## src/rtl/cdam_pipe_mul_pkg.sv

```systemverilog
// cdam_pkg: shared sizing helpers and the golden carry-disregard product
package cdam_pkg;

  // Widest operand the reference model is written for
  localparam int MAXW = 32;
  localparam int MAXR = 2 * MAXW;

  // Bits needed to encode a column count in 0..2W
  function automatic int calc_kw(input int w);
    return $clog2(2 * w + 1);
  endfunction

  // Column counts past the top of the product behave like 2W
  function automatic int clamp_k(input int k, input int w);
    return (k > 2 * w) ? 2 * w : k;
  endfunction

  // Golden result: partial products landing in a column at or above k are
  // added with full carries, those below k only toggle their own column bit.
  // The two groups never touch the same bits, so visiting order is irrelevant.
  function automatic logic [MAXR-1:0] cdam_ref(input logic [MAXW-1:0] a,
                                              input logic [MAXW-1:0] b,
                                              input int k,
                                              input int w);
    logic [MAXR-1:0] r;
    r = '0;
    for (int i = 0; i < w; i++) begin
      for (int m = 0; m < w; m++) begin
        if (a[i] && b[m]) begin
          if (i + m >= k) r = r + (MAXR'(1) << (i + m));
          else            r[i + m] = ~r[i + m];
        end
      end
    end
    return r;
  endfunction

endpackage

```

## src/rtl/cdam_pipe_mul_row_stage.sv

```systemverilog
// cdam_row_stage: one pipeline slot that folds COUNT partial-product rows
// into the travelling accumulator and registers the result with valid/ready.
module cdam_row_stage
  import cdam_pkg::*;
#(
  parameter int W     = 8,
  parameter int KW    = 5,
  parameter int FIRST = 0,
  parameter int COUNT = 4
) (
  input  logic           clk,
  input  logic           rst,
  input  logic           in_valid,
  output logic           in_ready,
  input  logic [W-1:0]   in_a,
  input  logic [W-1:0]   in_b,
  input  logic [KW-1:0]  in_k,
  input  logic [2*W-1:0] in_acc,
  output logic           out_valid,
  input  logic           out_ready,
  output logic [W-1:0]   out_a,
  output logic [W-1:0]   out_b,
  output logic [KW-1:0]  out_k,
  output logic [2*W-1:0] out_acc
);

  logic [2*W-1:0] keep_mask;
  logic [2*W-1:0] row;
  logic [2*W-1:0] sum;

  // The slot can take a new entry when it is empty or its entry is leaving
  assign in_ready = !out_valid || out_ready;

  // Columns at or above k add normally; columns below k keep only the XOR,
  // so no carry ever leaves them (including the one into column k)
  always_comb begin
    keep_mask = {(2*W){1'b1}} << in_k;
    sum       = in_acc;
    row       = '0;
    for (int r = 0; r < COUNT; r++) begin
      row = in_b[FIRST + r] ? ({{W{1'b0}}, in_a} << (FIRST + r)) : '0;
      sum = ((sum & keep_mask) + (row & keep_mask)) | ((sum ^ row) & ~keep_mask);
    end
  end

  // Entry register; payload only loads on a real beat so a stalled result stays put
  always_ff @(posedge clk) begin
    if (rst) begin
      out_valid <= 1'b0;
      out_a     <= '0;
      out_b     <= '0;
      out_k     <= '0;
      out_acc   <= '0;
    end else if (in_ready) begin
      out_valid <= in_valid;
      if (in_valid) begin
        out_a   <= in_a;
        out_b   <= in_b;
        out_k   <= in_k;
        out_acc <= sum;
      end
    end
  end

endmodule

```

## src/rtl/cdam_pipe_mul.sv

```systemverilog
// cdam_pipe_mul: pipelined unsigned W x W carry-disregard approximate multiplier.
// STAGES slots each add W/STAGES partial-product rows; operands and k travel along.
module cdam_pipe_mul
  import cdam_pkg::*;
#(
  parameter int W      = 8,
  parameter int STAGES = 2,
  parameter int KW     = calc_kw(W)
) (
  input  logic           clk,
  input  logic           rst,
  input  logic           in_valid,
  output logic           in_ready,
  input  logic [W-1:0]   in_a,
  input  logic [W-1:0]   in_b,
  input  logic [KW-1:0]  in_k,
  output logic           out_valid,
  input  logic           out_ready,
  output logic [2*W-1:0] out_r,
  output logic [KW-1:0]  out_k
);

  localparam int ROWS = W / STAGES;

  // Index s is the input side of slot s; index STAGES is the output of the last slot
  logic           valid_p [STAGES+1];
  logic           ready_p [STAGES+1];
  logic [W-1:0]   a_p     [STAGES+1];
  logic [W-1:0]   b_p     [STAGES+1];
  logic [KW-1:0]  k_p     [STAGES+1];
  logic [2*W-1:0] acc_p   [STAGES+1];
  logic [KW-1:0]  k_in_clamped;

  // Clamp the requested column count once on entry so every slot sees a legal k
  always_comb begin
    k_in_clamped = KW'(clamp_k(int'(in_k), W));
  end

  assign valid_p[0]      = in_valid;
  assign a_p[0]          = in_a;
  assign b_p[0]          = in_b;
  assign k_p[0]          = k_in_clamped;
  assign acc_p[0]        = '0;
  assign ready_p[STAGES] = out_ready;

  for (genvar s = 0; s < STAGES; s++) begin : g_stage
    cdam_row_stage #(
      .W     (W),
      .KW    (KW),
      .FIRST (s * ROWS),
      .COUNT (ROWS)
    ) u_stage (
      .clk       (clk),
      .rst       (rst),
      .in_valid  (valid_p[s]),
      .in_ready  (ready_p[s]),
      .in_a      (a_p[s]),
      .in_b      (b_p[s]),
      .in_k      (k_p[s]),
      .in_acc    (acc_p[s]),
      .out_valid (valid_p[s+1]),
      .out_ready (ready_p[s+1]),
      .out_a     (a_p[s+1]),
      .out_b     (b_p[s+1]),
      .out_k     (k_p[s+1]),
      .out_acc   (acc_p[s+1])
    );
  end

  assign in_ready  = ready_p[0] && !rst;
  assign out_valid = valid_p[STAGES];
  assign out_r     = acc_p[STAGES];
  assign out_k     = k_p[STAGES];

endmodule

```

## config.mk

```make
export PLATFORM = sky130hd
export DESIGN_NAME = cdam_pipe_mul
export DESIGN_NICKNAME = d
export VERILOG_FILES = /design/src/rtl/cdam_pipe_mul_pkg.sv /design/src/rtl/cdam_pipe_mul_row_stage.sv /design/src/rtl/cdam_pipe_mul.sv
export SDC_FILE = /design/constraint.sdc
export NUM_CORES = 1
export LEC_CHECK = 0
export CAP_MARGIN = 20
export CELL_PAD_IN_SITES_DETAIL_PLACEMENT = 2
export CELL_PAD_IN_SITES_GLOBAL_PLACEMENT = 2
export CORE_AREA = 2 2 165 167
export DETAILED_ROUTE_END_ITERATION = 7
export DIE_AREA = 0 0 167 169
export GPL_ROUTABILITY_DRIVEN = 0
export PLACE_DENSITY = 0.87
export SYNTH_ARGS = -nofsm -noshare
export SYNTH_HDL_FRONTEND = slang
export SYNTH_HIERARCHICAL = 1
export SYNTH_SLANG_ARGS = --single-unit
```

## constraint.sdc

```tcl
create_clock -name clk -period 6.9 [get_ports clk]
set_input_delay 1.035 -clock clk [delete_from_list [all_inputs] [get_ports clk]]
set_output_delay 1.035 -clock clk [all_outputs]
set_load 0.02 [all_outputs]
```

==> impl_metrics.py, run 1 <==
metrics = {
    "status": {
        "status": "finished with violations",
        "violations": "setup timing",
    },
    "route": {
        "wl_per_cell_um": 21.20,
        "vias": 8563,
        "wl_mm": 32.75,
        "drtAntennaViolNets": 0,
        "drt_iter0_markers": 338,
        "vias_per_cell": 5.542,
        "firstDrtPassIters": 4,
        "route.detailed.drc": 0,
    },
    "timing": {
        "finClkSkew_ns": 0.01027,
        "min_period_over_period": 1.011,
        "finalHoldViolCount": 0,
        "worst_pin_slew_ns": 1.037,
        "max_slew_margin": 0.3086,
        "drv_slew": 0,
        "setup_viol": 1,
        "fin_ws_ns": -0.07604,
        "holdWs_ns": 0.4602,
        "final.setup.tns_ns": -0.07604,
        "period_needed_ns": 6.976,
        "max_freq_ghz": 0.1433,
    },
    "global_route": {
        "grt_pass1_wl_mm": 48.64,
        "grt_usage": 0.2126,
        "grt_start_max_net_pins": 43,
        "grt.overflow.total": 0,
        "grt_pass1_vias": 9290,
        "antenna_found_initial": 0,
    },
    "placed_design": {
        "dp.cells": 1525,
        "post-place-ws_ns": -0.1302,
        "port_buffers": 47,
        "dpl.hpwl_mm": 24.36,
    },
    "floorplan": {
        "core_sq_mm": 0.02650,
        "die_area_sq_mm": 0.02822,
        "initial_core_util": 0.2912,
        "die_x_um": 167,
        "pin_count": 48,
        "die_h_um": 169,
        "fp-row-count": 60,
    },
    "power": {
        "p_leak_nw": 3.993,
        "p_per_area_mw_per_mm2": 124.3,
        "irDropWorstVdd_uv": 100.3,
    },
    "layout": {
        "final_common_cell": "nand2_1",
        "diodes": 0,
        "final_util": 0.3516,
        "areaGrowthSynthToFinish_pct": 20.74,
        "fin_nets": 1300,
        "fillers": 3127,
        "drive_above_1_share": 0.1204,
        "mostFrequentLayoutCells": "171 x nand2_1, 150 x nor2_1, 89 x a21oi_1",
        "fin_cells": 1545,
    },
    "clock_network": {
        "cts_tree": "done",
        "htree_levels": 2,
        "clock-root-buffer": "clkbuf_16",
        "clock-sinks": 56,
        "cts_buffer_depth": 2,
        "clk_pin_slew_ns": 0.09,
        "worstSkewPairLatency_ns": 0.33,
        "numCtsBuffers": 5,
        "postCtsHoldBufs": 0,
    },
    "worst_setup_path": {
        "crit_required_ns": 7.13,
        "worstPathArrival_ns": 7.21,
        "crit_path_end_kind": "register",
        "slowest_delay_ns": 0.52,
        "crit_top_cell": "nor2_1",
        "crit_path_max_fanout": 5,
        "critPathKind": "register to register",
        "crit_path_top_delay_cell": "o41ai_4",
        "worstSetupStartpointType": "register",
    },
    "job": {
        "max_cap_violations": 0,
    },
    "synth": {
        "netlist_instances": 1102,
        "synth_area_per_cell_sq_um": 7.003,
        "yosysWarnings": 6,
        "netlist_area_sq_mm": 0.007717,
    },
    "hold_path": {
        "hp-class": "register to register",
    },
}
## flip-flops by register name, indices dropped and copies added, names as in the netlist
name	cells
g_stage.u_stage/out_a	8
g_stage.u_stage/out_acc	32
g_stage.u_stage/out_b	4
g_stage.u_stage/out_k	10
g_stage.u_stage/out_valid	2
## power by group
group | internal (mW) | leakage (nW) | switching [mW]
Clock | 0.141 | 0.0772 | 0.158
Sequential | 0.343 | 0.463 | 0.0235
Combinational | 0.193 | 3.45 | 0.299
## final timing paths
check,slack [ns],endpoint,startpoint,cells past startpoint
max,-0.08,g_stage[1].u_stage/out_acc[15]$_SDFFE_PP0P_,g_stage[0].u_stage/out_k[1]$_SDFFE_PP0P_,28
min,0.46,g_stage[1].u_stage/out_acc[2]$_SDFFE_PP0P_,g_stage[0].u_stage/out_acc[2]$_SDFFE_PP0P_,2
max reg2reg,-0.08,g_stage[1].u_stage/out_acc[15]$_SDFFE_PP0P_,g_stage[0].u_stage/out_k[1]$_SDFFE_PP0P_,28
min reg2reg,0.46,g_stage[1].u_stage/out_acc[2]$_SDFFE_PP0P_,g_stage[0].u_stage/out_acc[2]$_SDFFE_PP0P_,2
## per-layer routing
layer	track usage	wire length (um)	vias up
met5	0	0	-
met4	0.09670	1586	0
met3	0.01824	769	75
met2	0.4155	17480	177
met1	0.2309	12920	4279
li1	-	-	4032
## layout make-up
class	instances	area, sq um	area share
tap	341	426.7	0.04579
clock inverter	3	33.78	0.003626
inverter	42	157.7	0.01692
sequential	56	1135	0.1218
timing repair buffer	100	868.3	0.09319
clock buffer	5	125.1	0.01343
multi-input combinational	998	6571	0.7052
## what timing repair did
action                                 CTS  global route
setup endpoints to repair                1             4
buffers inserted                         0            12
endpoints found under the hold margin    0             0
resized for setup                        6            50
pin swaps                                1            16
## per-stage QoR
stage	total power, mW	instance area (sq um)
2_1_floorplan	0.6745	7864
3_3_place_gp	0.7914	8851
3_5_place_dp	0.8219	8851
4_1_cts	1.120	9026
5_1_grt	1.220	9318
6_report	1.158	9318
## critical path: cells and delay by family (launching register included)
family	cells	cell delay [ns]
simple gates	9	1.71
buf+inv	2	0.29
flops	1	0.38
compound gates	9	2.40
fa+ha+maj	5	1.46
xor+xnor	3	0.63
(Power assumes the default switching activity.)
==> inputs of run 2 (changes only) <==
--- a/config.mk
+++ b/config.mk
@@ -13,6 +13,8 @@
 export DIE_AREA = 0 0 167 169
 export GPL_ROUTABILITY_DRIVEN = 0
 export PLACE_DENSITY = 0.87
+export SETUP_SLACK_MARGIN = 0.15
+export SLEW_MARGIN = 20
 export SYNTH_ARGS = -nofsm -noshare
 export SYNTH_HDL_FRONTEND = slang
 export SYNTH_HIERARCHICAL = 1
==> impl_metrics.py, run 2 (same netlist as run 1, synthesis figures left out) <==
metrics = {
    "route": {
        "wl_per_cell_um": 22.37,
        "drt_iter0_markers": 350,
        "drtAntennaViolNets": 0,
        "firstDrtPassIters": 5,
        "vias": 8672,
        "wl_mm": 34.86,
        "vias_per_cell": 5.566,
        "route.detailed.drc": 0,
    },
    "timing": {
        "holdWs_ns": 0.4606,
        "max_slew_margin": 0.3249,
        "worst_pin_slew_ns": 1.013,
        "min_period_over_period": 1.002,
        "fin_ws_ns": -0.01118,
        "finClkSkew_ns": 0.01435,
        "finalHoldViolCount": 0,
        "setup_viol": 1,
        "drv_slew": 0,
        "rsz0062_at_grt": "yes",
        "max_freq_ghz": 0.1447,
        "period_needed_ns": 6.911,
    },
    "layout": {
        "fillers": 3098,
        "diodes": 0,
        "final_common_cell": "nand2_1",
        "fin_cells": 1558,
        "fin_nets": 1313,
        "final_area_sq_mm": 0.009513,
        "top_regs": "g_stage.u_stage/out_acc x32, g_stage.u_stage/out_k x10, g_stage.u_stage/out_a x8",
        "regArea_sq_mm": 0.001137,
        "largest-register": "g_stage.u_stage/out_acc",
        "largest_register_ffs": 32,
        "mostFrequentLayoutCells": "168 x nand2_1, 145 x nor2_1, 89 x a21oi_1",
        "drive_above_1_share": 0.1463,
        "areaGrowthSynthToFinish_pct": 23.27,
        "multiInputGateArea_sq_mm": 0.006664,
    },
    "worst_setup_path": {
        "crit_path_end_kind": "register",
        "slowest_delay_ns": 0.38,
        "r2r_cells": 30,
        "r2r-end": "g_stage[1].u_stage/out_acc[15]$_SDFFE_PP0P_",
        "worstPathArrival_ns": 7.15,
        "critPathKind": "register to register",
        "crit_required_ns": 7.14,
        "crit_path_max_fanout": 7,
        "worstSetupStartpointType": "register",
        "critPathLaunch": "g_stage[0].u_stage/out_k[1]$_SDFFE_PP0P_",
        "r2r-start": "g_stage[0].u_stage/out_k[1]$_SDFFE_PP0P_",
        "crit_path_top_delay_cell": "dfxtp_4",
        "worst-r2r-setup-slack_ns": -0.01,
        "endpoint": "g_stage[1].u_stage/out_acc[15]$_SDFFE_PP0P_",
    },
    "clock_network": {
        "worstSkewPairLatency_ns": 0.33,
        "cts_buffer_depth": 2,
        "numCtsBuffers": 5,
        "postCtsHoldBufs": 0,
        "clk_pin_slew_ns": 0.09,
        "htree_levels": 2,
        "clock-sinks": 56,
        "clock-root-buffer": "clkbuf_16",
        "cts_tree": "done",
    },
    "placed_design": {
        "port_buffers": 47,
        "postPlaceCellArea_sq_mm": 0.008851,
        "dp.cells": 1525,
        "dpl.hpwl_mm": 24.36,
    },
    "power": {
        "pwr-share-comb": 0.431,
        "seq_power_share": 0.312,
        "p_switching_mw": 0.4966,
        "irDropWorstVdd_uv": 99.59,
        "p_per_area_mw_per_mm2": 124.1,
        "power.share.clock": 0.257,
        "p_int_mw": 0.6838,
        "switching_share": 0.4207,
        "total_power_mw": 1.180,
        "p_leak_nw": 4.060,
    },
    "floorplan": {
        "die_x_um": 167,
        "die_h_um": 169,
        "core_sq_mm": 0.02650,
        "initial_core_util": 0.2912,
        "die_area_sq_mm": 0.02822,
        "fp-row-count": 60,
        "pin_count": 48,
    },
    "job": {
        "max_cap_violations": 0,
    },
    "global_route": {
        "antenna_found_initial": 0,
        "grt_pass1_wl_mm": 49.75,
        "grt_start_max_net_pins": 43,
        "grt_pass1_vias": 9437,
        "grt.overflow.total": 0,
        "grt_usage": 0.2173,
    },
    "hold_path": {
        "hp-class": "register to register",
    },
    "status": {
        "status": "finished with violations",
        "violations": "setup timing",
    },
}
[run 2: worst min path at each step]
stage,from,end,slack (ns),depth (start not counted)
2_1_floorplan,g_stage[0].u_stage/out_acc[0]$_SDFFE_PP0P_,g_stage[1].u_stage/out_acc[0]$_SDFFE_PP0P_,0.43,2
3_3_place_gp,g_stage[0].u_stage/out_acc[2]$_SDFFE_PP0P_,g_stage[1].u_stage/out_acc[2]$_SDFFE_PP0P_,0.44,2
3_5_place_dp,g_stage[0].u_stage/out_acc[2]$_SDFFE_PP0P_,g_stage[1].u_stage/out_acc[2]$_SDFFE_PP0P_,0.45,2
4_1_cts,g_stage[0].u_stage/out_acc[2]$_SDFFE_PP0P_,g_stage[1].u_stage/out_acc[2]$_SDFFE_PP0P_,0.46,2
5_1_grt,g_stage[0].u_stage/out_acc[2]$_SDFFE_PP0P_,g_stage[1].u_stage/out_acc[2]$_SDFFE_PP0P_,0.49,2
6_report,g_stage[0].u_stage/out_acc[2]$_SDFFE_PP0P_,g_stage[1].u_stage/out_acc[2]$_SDFFE_PP0P_,0.46,2
[run 2: power by group through the flow]
| stage | sequential [mW] | combinational, mW | clock (mW) |
|---|---|---|---|
| after floorplan | 0.372 | 0.303 | 0 |
| after global placement | 0.370 | 0.421 | 0 |
| after detailed placement | 0.373 | 0.449 | 0 |
| after CTS | 0.366 | 0.457 | 0.298 |
| after global routing | 0.371 | 0.552 | 0.318 |
| final | 0.368 | 0.509 | 0.304 |
[run 2: layout make-up]
class | instances | area share
clock buffer | 5 | 0.01315
clock inverter | 3 | 0.003551
inverter | 42 | 0.01684
multi-input combinational | 998 | 0.7005
sequential | 56 | 0.1196
tap | 341 | 0.04485
timing repair buffer | 113 | 0.1015
[run 2: what timing repair did]
item                                   4_1_cts  5_1_grt
setup endpoints to repair                    1        4
setup buffers                                3       22
pin swaps                                    3       40
gates resized for setup                     13       68
endpoints found under the hold margin        0        0
[run 2: through the flow]
step / setup TNS [ns] / worst slack, ns / utilization
2_1_floorplan: 0 / 0.4258 / -
3_3_place_gp: 0 / 0.1697 / 0.3340
3_5_place_dp: -0.3361 / -0.1302 / 0.3340
4_1_cts: 0 / 0.1602 / 0.3423
5_1_grt: -0.4132 / -0.3249 / 0.3590
6_report: -0.01118 / -0.01118 / 0.3590
[run 2: critical path, delay by kind of cell, from the launching register on]
family | cells | cell delay, ns
AO/OA/AOI/OAI | 11 | 2.23
buffers and inverters | 2 | 0.37
AND/OR/NAND/NOR | 8 | 1.69
adder cells (fa/ha/maj) | 4 | 1.10
flip-flops | 1 | 0.38
XOR/XNOR | 5 | 1.04
[run 2: layer usage]
metal / global-route usage / vias up / part of all wire
met3: 0.02151 / 90 / 0.020
met5: 0 / - / 0
met2: 0.4251 / 170 / 0.53
met4: 0.09783 / 0 / 0.048
li1: - / 4051 / -
met1: 0.2345 / 4361 / 0.40
